===== src/rtl/mem_reader.sv =====
// mem_reader: read-side controller for the A/B vector memories.
// On start it issues DEPTH sequential reads to both memories. The memories
// have a 1-cycle registered read latency. The returned (a, b) pairs go out
// as a valid/ready stream carrying an element index and a last flag.
// A 2-entry output FIFO holds in-flight data while the stream is stalled.
// Reads are issued only when the FIFO has room for every read still
// outstanding, so backpressure never drops a beat.

module mem_reader #(
  parameter int DATA_WIDTH  = 8,
  parameter int VETOR_WIDTH = 4,
  parameter int DEPTH       = VETOR_WIDTH * DATA_WIDTH,
  parameter int ADDR_WIDTH  = $clog2(DEPTH)
) (
  input  logic                  clk,
  input  logic                  rst_n,
  input  logic                  start,
  output logic                  busy,
  output logic                  done,
  output logic                  rd_en,
  output logic [ADDR_WIDTH-1:0] rd_addr,
  input  logic [DATA_WIDTH-1:0] mem_dout_a,
  input  logic [DATA_WIDTH-1:0] mem_dout_b,
  output logic                  out_valid,
  input  logic                  out_ready,
  output logic [DATA_WIDTH-1:0] out_a,
  output logic [DATA_WIDTH-1:0] out_b,
  output logic [ADDR_WIDTH-1:0] out_idx,
  output logic                  out_last
);

  typedef enum logic [0:0] {
    ST_IDLE = 1'b0,
    ST_RUN  = 1'b1
  } state_t;

  // The issue counter needs one extra bit so that it can hold DEPTH itself.
  localparam int CNT_W   = ADDR_WIDTH + 1;
  localparam int ENTRY_W = 2 * DATA_WIDTH + ADDR_WIDTH + 1;
  localparam logic [CNT_W-1:0]      DEPTH_C  = CNT_W'(DEPTH);
  localparam logic [ADDR_WIDTH-1:0] LAST_IDX = ADDR_WIDTH'(DEPTH - 1);

  state_t                  state_r;
  state_t                  state_nxt_s;
  logic [CNT_W-1:0]        issued_r;
  logic                    inflight_r;
  logic [ADDR_WIDTH-1:0]   inflight_idx_r;
  logic                    done_r;
  // FIFO entry layout, from MSB to LSB: {a, b, idx, last}.
  logic [ENTRY_W-1:0]      head_r;
  logic [ENTRY_W-1:0]      tail_r;
  logic [1:0]              count_r;

  logic                    pop_s;
  logic                    push_s;
  logic                    rd_en_s;
  logic                    start_acc_s;
  logic                    finish_s;
  logic [2:0]              occupancy_s;
  logic [ENTRY_W-1:0]      push_entry_s;

  // Handshake decode and issue gating. FIFO entries plus the read in flight,
  // less the beat leaving this cycle, must stay below the FIFO depth.
  always_comb begin
    pop_s        = (count_r != 2'd0) & out_ready;
    push_s       = inflight_r;
    occupancy_s  = {1'b0, count_r} + {2'b00, inflight_r} - {2'b00, pop_s};
    rd_en_s      = (state_r == ST_RUN) && (issued_r < DEPTH_C) && (occupancy_s < 3'd2);
    start_acc_s  = (state_r == ST_IDLE) && start;
    finish_s     = (state_r == ST_RUN) && pop_s && head_r[0];
    push_entry_s = {mem_dout_a, mem_dout_b, inflight_idx_r, (inflight_idx_r == LAST_IDX)};
  end

  // Next-state logic: run from an accepted start until the last beat leaves.
  always_comb begin
    state_nxt_s = state_r;
    case (state_r)
      ST_IDLE: begin
        if (start) begin
          state_nxt_s = ST_RUN;
        end else begin
          state_nxt_s = ST_IDLE;
        end
      end
      ST_RUN: begin
        if (finish_s) begin
          state_nxt_s = ST_IDLE;
        end else begin
          state_nxt_s = ST_RUN;
        end
      end
      default: state_nxt_s = ST_IDLE;
    endcase
  end

  // State register.
  always_ff @(posedge clk) begin
    if (!rst_n) begin
      state_r <= ST_IDLE;
    end else begin
      state_r <= state_nxt_s;
    end
  end

  // Issue counter: cleared when a sequence starts, incremented per read.
  always_ff @(posedge clk) begin
    if (!rst_n) begin
      issued_r <= {CNT_W{1'b0}};
    end else if (start_acc_s) begin
      issued_r <= {CNT_W{1'b0}};
    end else if (rd_en_s) begin
      issued_r <= issued_r + CNT_W'(1);
    end
  end

  // Track the read whose data returns next cycle, along with its index.
  always_ff @(posedge clk) begin
    if (!rst_n) begin
      inflight_r     <= 1'b0;
      inflight_idx_r <= {ADDR_WIDTH{1'b0}};
    end else begin
      inflight_r <= rd_en_s;
      if (rd_en_s) begin
        inflight_idx_r <= issued_r[ADDR_WIDTH-1:0];
      end
    end
  end

  // Completion pulse: high for the cycle after the last beat is accepted.
  always_ff @(posedge clk) begin
    if (!rst_n) begin
      done_r <= 1'b0;
    end else begin
      done_r <= finish_s;
    end
  end

  // Two-entry FIFO. head_r always holds the oldest entry, so the stream
  // outputs come straight from a register and stay stable while stalled.
  always_ff @(posedge clk) begin
    if (!rst_n) begin
      head_r  <= {ENTRY_W{1'b0}};
      tail_r  <= {ENTRY_W{1'b0}};
      count_r <= 2'd0;
    end else begin
      case ({push_s, pop_s})
        2'b10: begin
          if (count_r == 2'd0) begin
            head_r <= push_entry_s;
          end else begin
            tail_r <= push_entry_s;
          end
          count_r <= count_r + 2'd1;
        end
        2'b01: begin
          head_r  <= tail_r;
          count_r <= count_r - 2'd1;
        end
        2'b11: begin
          if (count_r == 2'd1) begin
            head_r <= push_entry_s;
          end else begin
            head_r <= tail_r;
            tail_r <= push_entry_s;
          end
        end
        default: begin
          count_r <= count_r;
        end
      endcase
    end
  end

  assign busy      = (state_r == ST_RUN);
  assign done      = done_r;
  assign rd_en     = rd_en_s;
  assign rd_addr   = issued_r[ADDR_WIDTH-1:0];
  assign out_valid = (count_r != 2'd0);
  assign out_a     = head_r[ENTRY_W-1 -: DATA_WIDTH];
  assign out_b     = head_r[ENTRY_W-DATA_WIDTH-1 -: DATA_WIDTH];
  assign out_idx   = head_r[ADDR_WIDTH:1];
  assign out_last  = head_r[0];

  mem_reader_chk u_chk (
    .clk   (clk),
    .rst_n (rst_n),
    .push  (push_s),
    .pop   (pop_s),
    .count (count_r),
    .busy  (busy),
    .rd_en (rd_en_s)
  );

endmodule

// mem_reader_chk: simulation checks on the reader's internal invariants.
module mem_reader_chk (
  input logic       clk,
  input logic       rst_n,
  input logic       push,
  input logic       pop,
  input logic [1:0] count,
  input logic       busy,
  input logic       rd_en
);

  // A push into a full FIFO without a simultaneous pop would lose data.
  property p_no_overflow;
    @(posedge clk) disable iff (!rst_n) !(push && !pop && (count == 2'd2));
  endproperty
  a_no_overflow: assert property (p_no_overflow) else $error("mem_reader fifo overflow");

  // Reads are only issued while a sequence is running.
  property p_rd_only_busy;
    @(posedge clk) disable iff (!rst_n) rd_en |-> busy;
  endproperty
  a_rd_only_busy: assert property (p_rd_only_busy) else $error("mem_reader read while idle");

endmodule


===== config.mk =====
export PLATFORM = sky130hd
export DESIGN_NAME = mem_reader
export DESIGN_NICKNAME = d
export VERILOG_FILES = /design/src/rtl/mem_reader.sv
export SDC_FILE = /design/constraint.sdc
export NUM_CORES = 1
export LEC_CHECK = 0
export ABC_AREA = 1
export CORE_MARGIN = 5
export CORE_UTILIZATION = 53
export CTS_BUF_LIST = sky130_fd_sc_hd__clkbuf_8
export CTS_CLUSTER_DIAMETER = 120
export DETAILED_ROUTE_END_ITERATION = 16
export PLACE_DENSITY = 0.82
export SYNTH_ARGS = -nofsm -noshare
export SYNTH_HDL_FRONTEND = slang
export SYNTH_SLANG_ARGS = --single-unit

===== constraint.sdc =====
create_clock -name clk -period 3.3 [get_ports clk]
set_input_delay 0.495 -clock clk [delete_from_list [all_inputs] [get_ports clk]]
set_output_delay 0.495 -clock clk [all_outputs]
set_load 0.005 [all_outputs]

# [Word-level counts from Yosys, hierarchy flattened]
# Cells that the tools add are included.
[word_totals] mem_count=0 word_cells=49 output_inout_bits=31 ff_bits=60 romBits=0 latchBits=0 ramBits=0 in_bits=20
[classes] magnitude_cmp=2 mux=10 n_eq_ne=8 bitwise_logic=3 multipliers=0 div_mod_pow=0 n_shift=0 reduce_logical=13 n_addsub=5
[ops] cell="2-to-1 mux 22 bit" count=4
[ops] cell="one-hot mux 22 bit (3 select lines)" count=1
[ops] cell="one-hot mux 22 bit (2 select lines)" count=1
[ops] cell="adder 6 x 1 -> 6 bit (second input constant)" count=1
[ops] cell="< comparator 6 bit (second input constant)" count=1
[ops] cell="inequality test 2 bit (second input constant)" count=3
[ops] cell="nonzero test 2 bit" count=3
[ops] cell="equality test 5 bit (second input constant)" count=1
[ops] cell="logical AND 1 bit" count=5
[ops] cell="equality test 2 x 1 -> 1 bit (second input constant)" count=2
[ops] cell="equality test 2 bit (second input constant)" count=2
[ops] cell="one-hot mux 2 bit (2 select lines)" count=1
[ops] cell="adder 2 x 1 -> 3 bit" count=1
[ops] cell="< comparator 3 x 2 -> 1 bit (second input constant)" count=1
[ops] cell="AND reduction 3 bit" count=1
[ops] cell="nonzero test 3 bit" count=1
[ops] cell="subtractor 3 x 1 -> 3 bit" count=1
[ops] cell="adder 2 x 1 -> 2 bit (second input constant)" count=1
[ops] cell="logical NOT 2 bit" count=1
[ops] cell="2-to-1 mux 1 bit" count=2
[ops] cell="NOT 1 bit" count=2
[ops] cell="one-hot mux 1 bit (2 select lines)" count=1
[ops] cell="AND reduction 2 bit" count=1
[ops] cell="OR reduction 2 bit" count=1
[ops] cell="other kinds (2)" count=2

# [Logic depth before layout (Yosys ltp)]
# Gate-level depths: netlist (run 1).
[depth] depth_word=6 mapped_depth=15 mapped_depth_nobuf=15

# [Worst setup path before layout (run 1)]
# OpenSTA, ideal clock, no wires.
[synth_path] kind="register -> output" startpoint="register count_r[1]" endpoint="output rd_en" path_stages_with_launch=13 path_slack_ns=0.741 arrival_ns=2.064 t_required_ns=2.805 n_path_buf=1 path_cell_list="dfxtp_1 > inv_1 > ha_1 > inv_2 > nand2_2 > xor2_1 > nand2_1 > fa_1 > nand2_1 > nor2_1 > nand2_1 > inv_1 > buf_2"
[synth_between] elab_chain_len=5 word_cells_on_any_way=6 classes_between="add/sub (2); order compare (1); bitwise (1); reduce/logical (2)"
[synth_lines] item="from (decl)" line_no="52" source="logic [1:0] count_r;"
[synth_lines] item="from (signal assigned)" line_no="153" source="count_r <= count_r + 2'd1;"
[synth_lines] item="from (signal assigned)" line_no="157" source="count_r <= count_r - 2'd1;"
[synth_lines] item="from (signal assigned)" line_no="168" source="count_r <= count_r;"
[synth_lines] item="nonzero test 2 bit"
[synth_lines] item="net out_valid" line_no="24" source="output logic out_valid,"
[synth_lines] item="bitwise AND 1 bit" line_no="65" source="pop_s = (count_r != 2'd0) & out_ready;"
[synth_lines] item="subtractor 3 x 1 -> 3 bit" line_no="67" source="occupancy_s = {1'b0, count_r} + {2'b00, inflight_r} - {2'b00, pop_s};"
[synth_lines] item="< comparator 3 x 2 -> 1 bit" line_no="68" source="rd_en_s = (state_r == ST_RUN) && (issued_r < DEPTH_C) && (occupancy_s < 3'd2);"
[synth_lines] item="logical AND 1 bit" line_no="68"
[synth_lines] item="to (decl)" line_no="20" source="output logic rd_en,"
# The timed path passes the listed nets, and every way through them passes these cells.

# [Worst setup path after layout (run 1)]
[layout_path] startpoint="input out_ready" endpoint="output rd_en"
[layout_between] elab_chain_len=4
[layout_lines] item="from (decl)" line_no="25" source="input logic out_ready,"
[layout_lines] item="bitwise AND 1 bit" line_no="65"
[layout_lines] item="subtractor 3 x 1 -> 3 bit" line_no="67"
[layout_lines] item="< comparator 3 x 2 -> 1 bit" line_no="68"
[layout_lines] item="logical AND 1 bit" line_no="68"
# No other way between the ends.

==> flow_metrics.py, run 1 <==
metrics = {
    "drt": {
        "routed_wl_um": 5420,
        "firstDrtPassIters": 4,
        "dr_total_vias": 2267,
        "drtAntennaViolNets": 0,
        "routedWlPerCell_um": 12.4,
        "detail_route.drc_violations": 0,
        "drt-vias-per-instance": 5.18,
        "first_iteration_detailed_routing_drc_count": 104,
    },
    "power_and_ir_drop": {
        "total_leakage_power_nw": 1.36,
        "switchingPower_w": 0.000859,
        "pwr_total_w": 0.00262,
        "combinationalPowerShare_pct": 35.9,
        "switching_share_pct": 32.8,
        "register_share_of_total_power_pct": 38.6,
        "max-vdd-ir-drop_mv": 0.441,
        "cellInternalPower_w": 0.00176,
        "clockPowerShare_pct": 25.5,
        "power.density_nw_per_um2": 809,
    },
    "synthesis": {
        "synth_cell_type_count": 25,
        "synth_edf_count": 0,
        "post_synthesis_cell_area_um2": 2530,
        "yosysTopAreaCellShare_pct": 47.4,
        "synth_commonest_cells": "sky130_fd_sc_hd__dfxtp_1 (60), sky130_fd_sc_hd__nand2_1 (57), sky130_fd_sc_hd__a21oi_1 (50), sky130_fd_sc_hd__o21ai_1 (42), sky130_fd_sc_hd__inv_1 (32)",
        "seq_area_frac_synth_pct": 47.4,
        "synth_area_per_cell_um2": 7.50,
        "syn_inst": 338,
        "yosys_register_bits": 60,
        "netlist_top_cells_area": "sky130_fd_sc_hd__dfxtp_1 (47%), sky130_fd_sc_hd__a21oi_1 (9.9%), sky130_fd_sc_hd__nand2_1 (8.4%), sky130_fd_sc_hd__o21ai_1 (8.3%), sky130_fd_sc_hd__o21ai_0 (6.1%)",
        "dominantRegCellSynth": "sky130_fd_sc_hd__dfxtp_1",
        "mappedNetlistNets": 362,
        "synth_area_leader_cell": "sky130_fd_sc_hd__dfxtp_1",
        "most_numerous_cell_in_the_yosys_netlist": "sky130_fd_sc_hd__dfxtp_1",
        "ffs_w_async_s_r_synth_pct": 0,
        "synth_warnings": 0,
    },
    "global_route": {
        "grtUsageMet3_pct": 4.99,
        "groute.usage.overall_pct": 18.1,
        "grt_start_max_net_pins": 50,
        "antenna_found_initial": 0,
        "globalRouteOverflowTotal": 0,
        "grt_pass1_wl_um": 8960,
        "gr-usage-met2_pct": 31.5,
        "use_met1_pct": 19.4,
        "number_of_global_route_vias_before_repair": 2134,
        "global_routing_s_busiest_layer": "met2",
    },
    "sta": {
        "crit_share_post_route_pct": 96.5,
        "slew-limit-headroom_pct": 35.8,
        "setup_skew_after_layout_ns": 0.00486,
        "period_needed_ns": 3.18,
        "final.setup.tns_ns": 0,
        "slew_at_the_pin_closest_to_its_max_slew_limit_ns": 0.959,
        "whs_ns": 0.486,
        "clock.fmax_ghz": 0.314,
        "final_max_slew_viol_count": 0,
        "report.final.setup_viol": 0,
        "finalHoldViolations": 0,
    },
    "critical_path": {
        "critical_path_required_ns": 2.80,
        "crit_fanout": 3,
        "worstSetupPathType": "in2out",
        "cpLargestDelayFamily": "buffers and inverters",
        "worstPathBufferInverterCount": 3,
        "cp_cell_sequence": "clkdlybuf4s50_1, nand2_2, xor2_2, nand2_2, fa_1, nand2_1, nor2_1, nand2_1, inv_1, clkdlybuf4s50_1",
        "worstSetupStartpointType": "input pin",
        "worst_path_max_delay_cell": "sky130_fd_sc_hd__clkdlybuf4s50_1",
        "worstSetupEndpointType": "output pin",
        "critical-path-max-stage-delay_ns": 0.52,
        "worst_ep_arrival_time_ns": 2.69,
    },
    "clock_tree": {
        "cts.sinks": 60,
        "cts_hold_buf": 0,
        "clock_tree.root_cell": "sky130_fd_sc_hd__clkbuf_8",
        "worst_setup_hold_path_clk_slew_ns": 0.06,
        "htreeDepth": 3,
        "clk-insertion-delay-late_ns": 0.33,
        "post-cts-setup-buffers": 0,
        "cts_inserted_buffers": 9,
        "tritoncts": "built",
        "clk_buf_depth": 2,
    },
    "floorplan": {
        "core_rows": 25,
        "io_pins": 51,
        "dieArea_um2": 6260,
        "fp.coreArea_um2": 4690,
        "die_width_um": 79.1,
        "start_util_pct": 54.0,
        "die_h_um": 79.1,
    },
    "layout": {
        "multiInputGateArea_um2": 1090,
        "nFillCells": 401,
        "antennaDiodeCount": 0,
        "fin_nets": 404,
        "layout-drive-gt1-share_pct": 8.59,
        "final-seq-area_um2": 1210,
        "syn2layout_area_growth_pct": 28.0,
    },
    "hold_path": {
        "worstHoldPathType": "reg2reg",
    },
    "flow_run": {
        "max_cap_viol_count": 0,
    },
    "placement": {
        "buffer_ports.inserted": 50,
        "detailed_place_hpwl_um": 3440,
        "finalWeightedCongestion": 0.790,
    },
    "outcome": {
        "result_of_the_run": "complete, no violations",
    },
}
[power groups by stage]
stage / registers, W / logic [W] / clock network [W]
2_1_floorplan: 0.00101 / 0.000540 / 0
3_3_place_gp: 0.00101 / 0.000883 / 0
3_5_place_dp: 0.00102 / 0.000909 / 0
4_1_cts: 0.00101 / 0.000929 / 0.000684
5_1_grt: 0.00104 / 0.00105 / 0.000709
6_report: 0.00101 / 0.000942 / 0.000670
[registers in the layout, summed over array words and instances (netlist names)]
name	flops
count_r	2
tail_r	22
inflight_r	1
inflight_idx_r	5
issued_r	6
done	1
head_r	22
busy	1
[cells in the final DEF (no fill, tap or decap), drive strengths merged, types with 2 or more instances in the layout]
cell type	count
a21oi	50
o21ai	74
clkbuf	12
clkdlybuf4s50	50
nand3	4
nor2	20
inv	37
dfxtp	60
nand2	58
buf	6
ha	3
xor2	2
nand4	2
[final cells by class]
class                   count  area share (%)
clock buffers              12            5.09
repair buffers             56            16.8
well taps                  54            2.08
multi-input cells         218            33.6
inverters                  35            4.05
clock inverters             3            1.16
flip-flops and latches     60            37.2
[kinds of logic after synthesis]
family / share of synthesized area [%]
buf+inv: 10.5
simple gates: 13.6
compound gates: 25.5
xor+xnor: 0.691
flops: 47.4
fa+ha+maj: 2.27
[metal layers]
layer / wire [µm] / vias to the layer above
li1: - / 1186
met1: 2380 / 1018
met2: 2660 / 52
met3: 254 / 11
met4: 117 / 0
met5: 0 / -
[per-stage QoR]
stage          worst slack, ns  utilization [%]  std cells  area [µm²]
6_report                 0.116             69.1        438        3240
3_5_place_dp             0.125             64.2        423        3010
5_1_grt               -0.00130             69.1        438        3240
4_1_cts                 0.0150             68.7        438        3230
2_1_floorplan            0.741                -        338        2530
3_3_place_gp             0.150             64.2        423        3010
[worst paths after layout]
path | startpoint | end | slack (ns) | cells after the start
max | out_ready | rd_en | 0.12 | 10
min | inflight_idx_r[1] | tail_r[2] | 0.49 | 2
max reg2reg | count_r[1] | issued_r[0] | 1.00 | 15
min reg2reg | inflight_idx_r[1] | tail_r[2] | 0.49 | 2
[worst min-delay path, delay by kind of cell (launching register included)]
kind                   cells  cell delay, ns
buffers and inverters      1            0.07
AO/OA/AOI/OAI              1            0.05
flip-flops                 1            0.32
[timing repair]
action,CTS,global route
endpoints found under the setup margin,1,1
resized for setup,3,6
pin swaps,0,0
hold endpoints to repair,0,0
Power figures use the tool's default switching activity.
==> inputs of run 2 (changes only) <==
--- a/config.mk
+++ b/config.mk
@@ -11,7 +11,9 @@
 export CTS_BUF_LIST = sky130_fd_sc_hd__clkbuf_8
 export CTS_CLUSTER_DIAMETER = 120
 export DETAILED_ROUTE_END_ITERATION = 16
+export HOLD_SLACK_MARGIN = 0.02
 export PLACE_DENSITY = 0.82
+export RECOVER_POWER = 50
 export SYNTH_ARGS = -nofsm -noshare
 export SYNTH_HDL_FRONTEND = slang
 export SYNTH_SLANG_ARGS = --single-unit
==> results of run 2 <==
No change in the layout: final DEF, timing and power equal those of run 1.
